`src/rtl/switch_pkg.sv`:
```
// Shared definitions for the board switch/LED paths.
//   SW_WIDTH       : number of slide switches / LEDs
//   byte_swap16    : exchanges the two bytes of a 16-bit word; the board
//                    wires both the LED and the switch bytes swapped
//   report_state_t : states of the switch report handshake
package switch_pkg;

    localparam int SW_WIDTH = 16;

    typedef enum logic [0:0] {
        IDLE = 1'b0,
        HOLD = 1'b1
    } report_state_t;

    function automatic logic [SW_WIDTH-1:0] byte_swap16(input logic [SW_WIDTH-1:0] w);
        return {w[7:0], w[15:8]};
    endfunction

endpackage

```
`src/rtl/sw_debounce.sv`:
```
// One switch bit: 2-flop synchroniser, disagreement counter and stable bit.
// The stable bit flips only after the synchronised input has disagreed with
// it for DEBOUNCE_CYCLES consecutive cycles; any earlier return to agreement
// clears the counter.
// Ports:
//   clk_i    : system clock
//   rst_i    : synchronous active-high reset
//   raw_i    : asynchronous switch pin
//   stable_o : debounced level
module sw_debounce #(
    parameter int unsigned DEBOUNCE_CYCLES = 50000
) (
    input  logic clk_i,
    input  logic rst_i,
    input  logic raw_i,
    output logic stable_o
);

    localparam int unsigned CW = $clog2(DEBOUNCE_CYCLES);
    localparam logic [CW-1:0] CNT_LAST = CW'(DEBOUNCE_CYCLES - 1);

    logic          sync1_q;
    logic          sync2_q;
    logic          stable_q;
    logic          stable_d;
    logic [CW-1:0] cnt_q;
    logic [CW-1:0] cnt_d;

    // Counter stops at CNT_LAST: reaching it with the bit still differing
    // commits the flip and clears, so it can never wrap.
    always_comb begin
        stable_d = stable_q;
        cnt_d    = '0;
        if (sync2_q != stable_q) begin
            if (cnt_q == CNT_LAST) begin
                stable_d = sync2_q;
            end else begin
                cnt_d = cnt_q + CW'(1);
            end
        end
    end

    always_ff @(posedge clk_i) begin
        if (rst_i) begin
            sync1_q  <= 1'b0;
            sync2_q  <= 1'b0;
            stable_q <= 1'b0;
            cnt_q    <= '0;
        end else begin
            sync1_q  <= raw_i;
            sync2_q  <= sync1_q;
            stable_q <= stable_d;
            cnt_q    <= cnt_d;
        end
    end

    assign stable_o = stable_q;

endmodule

```
`src/rtl/switch_capture.sv`:
```
// Switch input path: debounces the 16 slide switches, restores logical bit
// order and reports each settled word to the core over valid/ready.
// Ports:
//   clk         : system clock
//   rst         : synchronous active-high reset
//   sw_raw      : switch pins (bytes swapped by board wiring), asynchronous
//   sw_level    : current debounced word, logical order
//   value_data  : reported word, held while value_valid is high
//   value_valid : report pending
//   value_ready : consumer accepts on value_valid & value_ready
module switch_capture
    import switch_pkg::*;
#(
    parameter int unsigned DEBOUNCE_CYCLES = 50000
) (
    input  logic                clk,
    input  logic                rst,
    input  logic [SW_WIDTH-1:0] sw_raw,
    output logic [SW_WIDTH-1:0] sw_level,
    output logic [SW_WIDTH-1:0] value_data,
    output logic                value_valid,
    input  logic                value_ready
);

    logic [SW_WIDTH-1:0] stable;

    for (genvar i = 0; i < SW_WIDTH; i++) begin : g_db
        sw_debounce #(
            .DEBOUNCE_CYCLES(DEBOUNCE_CYCLES)
        ) u_db (
            .clk_i   (clk),
            .rst_i   (rst),
            .raw_i   (sw_raw[i]),
            .stable_o(stable[i])
        );
    end

    assign sw_level = byte_swap16(stable);

    report_state_t       state_q, state_d;
    logic [SW_WIDTH-1:0] data_q, data_d;
    logic [SW_WIDTH-1:0] last_q, last_d;
    logic                valid_q, valid_d;

    // Changes seen during HOLD are not queued; IDLE re-compares against the
    // live level, so only the latest settled word gets reported.
    always_comb begin
        state_d = state_q;
        data_d  = data_q;
        last_d  = last_q;
        valid_d = valid_q;
        case (state_q)
            IDLE: begin
                if (sw_level != last_q) begin
                    data_d  = sw_level;
                    valid_d = 1'b1;
                    state_d = HOLD;
                end
            end
            HOLD: begin
                if (valid_q && value_ready) begin
                    last_d  = data_q;
                    valid_d = 1'b0;
                    state_d = IDLE;
                end
            end
            default: state_d = IDLE;
        endcase
    end

    always_ff @(posedge clk) begin
        if (rst) begin
            state_q <= IDLE;
            data_q  <= '0;
            last_q  <= '0;
            valid_q <= 1'b0;
        end else begin
            state_q <= state_d;
            data_q  <= data_d;
            last_q  <= last_d;
            valid_q <= valid_d;
        end
    end

    assign value_data  = data_q;
    assign value_valid = valid_q;

endmodule

```
`config.mk`:
```
export PLATFORM = sky130hd
export DESIGN_NAME = switch_capture
export DESIGN_NICKNAME = d
export VERILOG_FILES = /design/src/rtl/switch_pkg.sv /design/src/rtl/sw_debounce.sv /design/src/rtl/switch_capture.sv
export SDC_FILE = /design/constraint.sdc
export NUM_CORES = 1
export LEC_CHECK = 0
export CAP_MARGIN = 20
export CORE_ASPECT_RATIO = 0.6
export CORE_UTILIZATION = 30
export CTS_BUF_LIST = sky130_fd_sc_hd__clkbuf_8
export DETAILED_ROUTE_END_ITERATION = 8
export GPL_ROUTABILITY_DRIVEN = 0
export PLACE_DENSITY = 0.56
export RECOVER_POWER = 25
export SETUP_SLACK_MARGIN = 0.3
export SYNTH_ARGS = -nofsm -noshare
export SYNTH_HDL_FRONTEND = slang
export SYNTH_SLANG_ARGS = --single-unit
```
`constraint.sdc`:
```
create_clock -name clk -period 3.1 [get_ports clk]
set_clock_uncertainty 0.05 [all_clocks]
set_input_delay 0.465 -clock clk [delete_from_list [all_inputs] [get_ports clk]]
set_output_delay 0.465 -clock clk [all_outputs]
set_load 0.01 [all_outputs]
```
* Word level (Yosys, flattened, before mapping)
Cells that the tools add are included.
** Word-level totals
- Register bits :: 338
- Memory bits (read-only) :: 0
- Memories kept :: 0
- Memory bits (writable) :: 0
- Bits in latches :: 0
- Word-level logic and storage cells :: 178
** Cells by class
- Reductions and logical operators :: 36
- Add/sub/neg operators :: 16
- Multiply operators :: 0
- Magnitude comparators :: 0
- Bitwise operators :: 17
- Muxes and demuxes :: 6
- Shift operators :: 0
- Divide/modulo/power cells :: 0
- Equality and inequality tests :: 35
** Operators with widths (count)
- $add A16 B1 Y16 const B :: 16
- $eq A16 B16 Y1 const B :: 16
- $reduce_or A3 Y1 :: 16
- $reduce_and A2 Y1 :: 19
- $not A1 Y1 :: 17
- $ne A1 B1 Y1 :: 16
- $ne A16 B16 Y1 :: 1
- $mux W1 :: 4
- $pmux W1 S2 :: 2
- $ne A2 B1 Y1 const B :: 1
- $ne A2 B2 Y1 const B :: 1
- $logic_and A1 B1 Y1 :: 1

* Longest topological paths before layout
- Depth in word-level cells :: 3
- Depth in mapped cells :: 7
- Depth with buffers taken out :: 5

* By module
A second synthesis with hierarchy kept.
** Second synthesis, totals
- Cell total of the unflattened synthesis :: 1563
- Area total of the unflattened synthesis :: 15019.4 µm²
** By module, submodules not included
- sw_debounce (g_db[0].u_db ...) :: area an instance 847.1 µm², instances 14, seq. area each 380.4 µm², cells an instance 87
- switch_capture :: area an instance 1530.2 µm², instances 1, seq. area each 680.7 µm², cells an instance 168
- sw_debounce (g_db[9].u_db) :: area an instance 828.3 µm², instances 1, seq. area each 380.4 µm², cells an instance 90
- sw_debounce (g_db[4].u_db) :: area an instance 802.0 µm², instances 1, seq. area each 380.4 µm², cells an instance 87

* Least setup slack after synthesis
Ideal clock, no wire load.
- Path kind :: reg-to-reg
- Start :: register g_db[2].u_db.cnt_q[0]
- End :: register g_db[2].u_db.cnt_q[10]
- Path slack :: 1280 ps
- Clock period less this slack :: 1820 ps
- Buffers on the path :: 2
- Arrival :: 1643 ps
- Cell stages (with the launch flop) :: 8
- Path through :: dfxtp_1 ha_1 and3_1 clkbuf_1 nand2_1 o21ai_1 clkbuf_1 nor2_1
** Between the ends
- Cells in the longest elaborated chain, start to end :: 2
- Elaborated cells between the ends (all ways) :: 3
- Those cells by class :: add/sub (1); eq/ne (1); reduce/logical (1)
** RTL lines
- from (decl) :: RTL line sw_debounce.sv:26 : logic [CW-1:0] cnt_q;
- from (signal assigned) :: RTL line sw_debounce.sv:53 : cnt_q <= cnt_d;
- branches (longest 2 deep; another with $add A16 B1 Y16)
Parallel ways; which one is timed is not known.
A chain may end at the register's enable or synchronous reset.

* Worst setup path after layout
- Start :: register g_db[0].u_db.stable_q
- End :: register valid_q, in the netlist value_valid
** Between the ends
- Cells in the longest elaborated chain, start to end :: 3
** RTL lines
- from (decl) :: RTL line sw_debounce.sv:24 : logic stable_q;
- from (signal assigned) :: RTL line sw_debounce.sv:52 : stable_q <= stable_d;
- $ne A16 B16 Y1 :: RTL line switch_capture.sv:54 : if (sw_level != last_q) begin
- $ne A2 B2 Y1 (no line)
- $reduce_and A2 Y1 (no line)
- to (signal assigned) :: RTL line switch_capture.sv:81 : valid_q <= valid_d;
- to (decl) :: RTL line switch_capture.sv:43 : logic valid_q, valid_d;
No other way between the ends.

==> results_tabular.tex <==
\begin{tabular}{lr}
\hline
Metric & Value \\
\hline
\multicolumn{2}{l}{\textbf{Worst setup path}} \\
\quad Critical Path, Cell by Cell & xor2\_1 -> nor4\_1 -> a41oi\_2 -> buf\_4 -> o21a\_1 \\
\quad Combined buffer and inverter count along the critical path & 1 \\
\quad Cell type group with the largest total delay on the critical path & compound AO/OA/AOI/OAI gates \\
\quad Largest fanout on the critical path & 9 \\
\quad Worst setup EP type & flip-flop \\
\quad Worst setup SP type & flip-flop \\
\quad Data required, critical path & 3.53 ns \\
\quad Worst path slowest cell & sky130\_fd\_sc\_hd\_\_nor4\_1 \\
\quad Setup slack of the worst register-to-register path & 0.83 ns \\
\quad Worst Path Arrival & 2.71 ns \\
\quad Worst flop-to-flop path startpoint & g\_db[0].u\_db.stable\_o\$\_SDFFE\_PP0P\_ \\
\quad Critical path origin & g\_db[0].u\_db.stable\_o\$\_SDFFE\_PP0P\_ \\
\quad Crit path kind & reg -> reg \\
\quad Largest stage delay, worst path & 0.49 ns \\
\multicolumn{2}{l}{\textbf{Layout}} \\
\quad Non-filler cells in the finished layout & 2326 \\
\quad Most frequent cells in the layout & sky130\_fd\_sc\_hd\_\_dfxtp\_1 (338), sky130\_fd\_sc\_hd\_\_nor2\_1 (249), sky130\_fd\_sc\_hd\_\_xnor2\_1 (135), sky130\_fd\_sc\_hd\_\_nand2\_1 (106), sky130\_fd\_sc\_hd\_\_xor2\_1 (82) \\
\quad Fraction of final layout cells sized beyond drive strength 1 & 5.84\% \\
\quad Relative area change from synthesis to final layout & 14.7\% \\
\quad Antenna cells & 0 \\
\quad Most common library cell in the layout ignoring fill and taps & sky130\_fd\_sc\_hd\_\_dfxtp\_1 \\
\quad \# nets final & 1691 \\
\multicolumn{2}{l}{\textbf{Routing}} \\
\quad Via count & 10800 \\
\quad Remaining routing DRC violations & 0 \\
\quad Via count normalized by instance count & 4.63 \\
\quad Final routed wire length divided by cell count & 13.1 µm \\
\quad First-pass iteration count of the detailed router & 4 \\
\quad Count of nets left with antenna violations after detail routing & 0 \\
\quad Detailed router's first-iteration violation count & 617 \\
\quad Post-Route WL & 30.4 mm \\
\multicolumn{2}{l}{\textbf{Floorplan}} \\
\quad Initial standard-cell utilization of the core & 30.7\% \\
\quad Die Area & 48800 µm² \\
\quad Top-Level Pins & 52 \\
\quad Core area & 46800 µm² \\
\quad Width of the die & 285 µm \\
\quad Number of rows in the core area & 61 \\
\quad Y dimension of the die & 172 µm \\
\multicolumn{2}{l}{\textbf{Placement}} \\
\quad Number of buffers inserted by port buffering & 51 \\
\quad Hpwl dp & 21.3 mm \\
\quad Number of instances in the placed design & 2232 \\
\multicolumn{2}{l}{\textbf{Clock network}} \\
\quad Number of buffers inserted for hold repair after clock tree synthesis & 0 \\
\quad Clock-pin slew reported for the worst setup and hold paths after clock tree synthesis & 0.06 ns \\
\quad Maximum root-to-sink buffer count & 3 \\
\quad \# H-tree levels & 2 \\
\quad Postcts setup bufs & 0 \\
\quad Root buffer cell & sky130\_fd\_sc\_hd\_\_clkbuf\_8 \\
\quad Skew-Pair Late Insertion Delay & 0.58 ns \\
\quad Count of instances resized after the clock tree is built & 0 \\
\quad Clock tree from TritonCTS & built \\
\quad Number of sinks on the clock net & 338 \\
\quad TritonCTS buffer count & 52 \\
\multicolumn{2}{l}{\textbf{Logic synthesis}} \\
\quad Largest area contributor in the netlist & sky130\_fd\_sc\_hd\_\_dfxtp\_1 \\
\quad Avg Cell Area, Syn & 8.96 µm² \\
\quad Count of distinct cell types in the synthesized netlist & 46 \\
\quad Syn. warnings & 0 \\
\quad Portion of synthesized cell area occupied by the leading cell type & 47.1\% \\
\quad Synthesized instance count & 1604 \\
\quad Number of nets in the synthesized netlist & 1639 \\
\quad Cell area after synthesis & 14400 µm² \\
\quad Total of flip-flops plus latches after synthesis & 338 \\
\quad Fraction of the yosys area taken by sequential cells & 47.1\% \\
\quad Area contributors post-synth & sky130\_fd\_sc\_hd\_\_dfxtp\_1 (47\%), sky130\_fd\_sc\_hd\_\_xnor2\_1 (8.2\%), sky130\_fd\_sc\_hd\_\_nor2\_1 (6.5\%) \\
\multicolumn{2}{l}{\textbf{GRT}} \\
\quad First-pass GRT wire length & 51.4 mm \\
\quad Vias in the first global route & 10100 \\
\quad Largest net degree at the start of global routing & 49 \\
\quad Total congestion overflow after global routing & 0 \\
\quad Antenna violations before repair & 0 \\
\quad Total global routing track utilization & 12.6\% \\
\multicolumn{2}{l}{\textbf{Hold path}} \\
\quad Launch instance of the worst min-delay path & rst \\
\quad Class of the most critical hold timing path & in -> reg \\
\multicolumn{2}{l}{\textbf{STA}} \\
\quad Worst-Margin Slew & 0.732 ns \\
\quad Final hold viol count & 0 \\
\quad Final max-slew violation count & 0 \\
\quad Final hold slack & 0.313 ns \\
\quad Final count of negative-setup-slack endpoints & 0 \\
\quad Time the final worst path needs with I/O delays and setup & 2.27 ns \\
\quad Max-slew headroom at the worst pin & 51.2\% \\
\quad Setup Total Neg Slack & 0 ns \\
\quad Period Utilization, post-route & 73.3\% \\
\quad Fmax & 440 MHz \\
\quad Setup repair after global routing missed its margin & false \\
\multicolumn{2}{l}{\textbf{Power}} \\
\quad Static leakage & 5.22 nW \\
\quad Largest voltage drop on the vdd net & 258 µV \\
\quad Power density normalized to cell area & 503 nW/µm² \\
\multicolumn{2}{l}{\textbf{Status}} \\
\quad Result of the run & finished clean \\
\multicolumn{2}{l}{\textbf{Flow run}} \\
\quad Max cap viols & 0 \\
\hline
\end{tabular}
==> where the power goes <==
part,switching [W],internal [W],total (W)
sequential,0.0000139,0.00437,0.00438
clock,0.00173,0.00207,0.00380
combinational,0.0000696,0.0000491,0.000119
==> sequential cells by signal, summed over array words and instances, names as in the netlist <==
name / count
g_db.u_db.stable_o: 16
last_q: 16
g_db.u_db.cnt_q: 256
value_valid: 1
g_db.u_db.sync2_q: 16
value_data: 16
state_q: 1
g_db.u_db.sync1_q: 16
==> through the flow <==
| stage | power [W] | instance area (µm²) | util [%] | worst slack (ns) |
|---|---|---|---|---|
| after CTS | 0.00848 | 16500 | 35.3 | 0.785 |
| after global routing | 0.00870 | 16500 | 35.3 | 0.610 |
| after detailed placement | 0.00461 | 15400 | 33.0 | 0.785 |
| after global placement | 0.00460 | 15400 | 33.0 | 0.819 |
| after floorplan | 0.00455 | 14400 | - | 1.28 |
| final | 0.00830 | 16500 | 35.3 | 0.826 |
==> final timing paths <==
check	depth (start not counted)	to
worst max register to register	5	value_valid$_SDFFE_PP0P_
worst min-delay path	2	g_db[14].u_db.stable_o$_SDFFE_PP0P_
worst max-delay path	5	value_valid$_SDFFE_PP0P_
worst min register to register	1	g_db[12].u_db.sync2_q$_SDFF_PP0_
==> layer usage <==
| metal | part of all wire, % | track usage, % |
|---|---|---|
| met1 | 51 | 17.5 |
| met3 | 4.8 | 3.38 |
| met2 | 42 | 19.3 |
| met5 | 0 | 0 |
| met4 | 1.4 | 3.06 |
==> cell usage after synthesis, drive strengths merged <==
| master | count |
|---|---|
| nor4bb | 16 |
| and4bb | 1 |
| o31ai | 8 |
| nand4b | 2 |
| and2 | 9 |
| nand2 | 107 |
| nor4b | 11 |
| and3b | 2 |
| a41oi | 1 |
| mux2i | 29 |
| and4 | 15 |
| ha | 16 |
| nand4 | 65 |
| xnor2 | 135 |
| dfxtp | 338 |
| nor2 | 249 |
| nor4 | 41 |
| nand4bb | 1 |
| nand3b | 2 |
| nand2b | 32 |
| buf | 29 |
| o21ai | 37 |
| and3 | 35 |
| clkbuf | 37 |
| a21oi | 58 |
| inv | 35 |
| or3 | 35 |
| or4bb | 1 |
| nor3 | 38 |
| nand3 | 80 |
| o21a | 1 |
| o31a | 1 |
| and4b | 3 |
| nor2b | 34 |
| xor2 | 82 |
| or4 | 17 |
| or2 | 1 |
==> cell type report <==
| type | instances | area (µm²) |
|---|---|---|
| clock inverters | 25 | 136 |
| fillers | 4804 | 30300 |
| repair buffers | 64 | 572 |
| flip-flops and latches | 338 | 6770 |
| inverters | 35 | 131 |
| well taps | 630 | 788 |
| multi-input cells | 1165 | 7150 |
| clock buffers | 69 | 950 |
==> logic make-up (layout without fill, tap and decap cells) <==
| logic type | after synthesis | count (layout) | share of synthesized area (%) |
|---|---|---|---|
| XOR/XNOR | 217 | 217 | 13.2 |
| adder cells (fa/ha/maj) | 16 | 16 | 1.39 |
| multiplexers | 29 | 29 | 2.02 |
| AO/OA/AOI/OAI | 106 | 106 | 3.90 |
| buffers and inverters | 101 | 193 | 3.24 |
| AND/OR/NAND/NOR | 797 | 797 | 29.2 |
| flip-flops | 338 | 338 | 47.1 |
(Power assumes the default switching activity.)
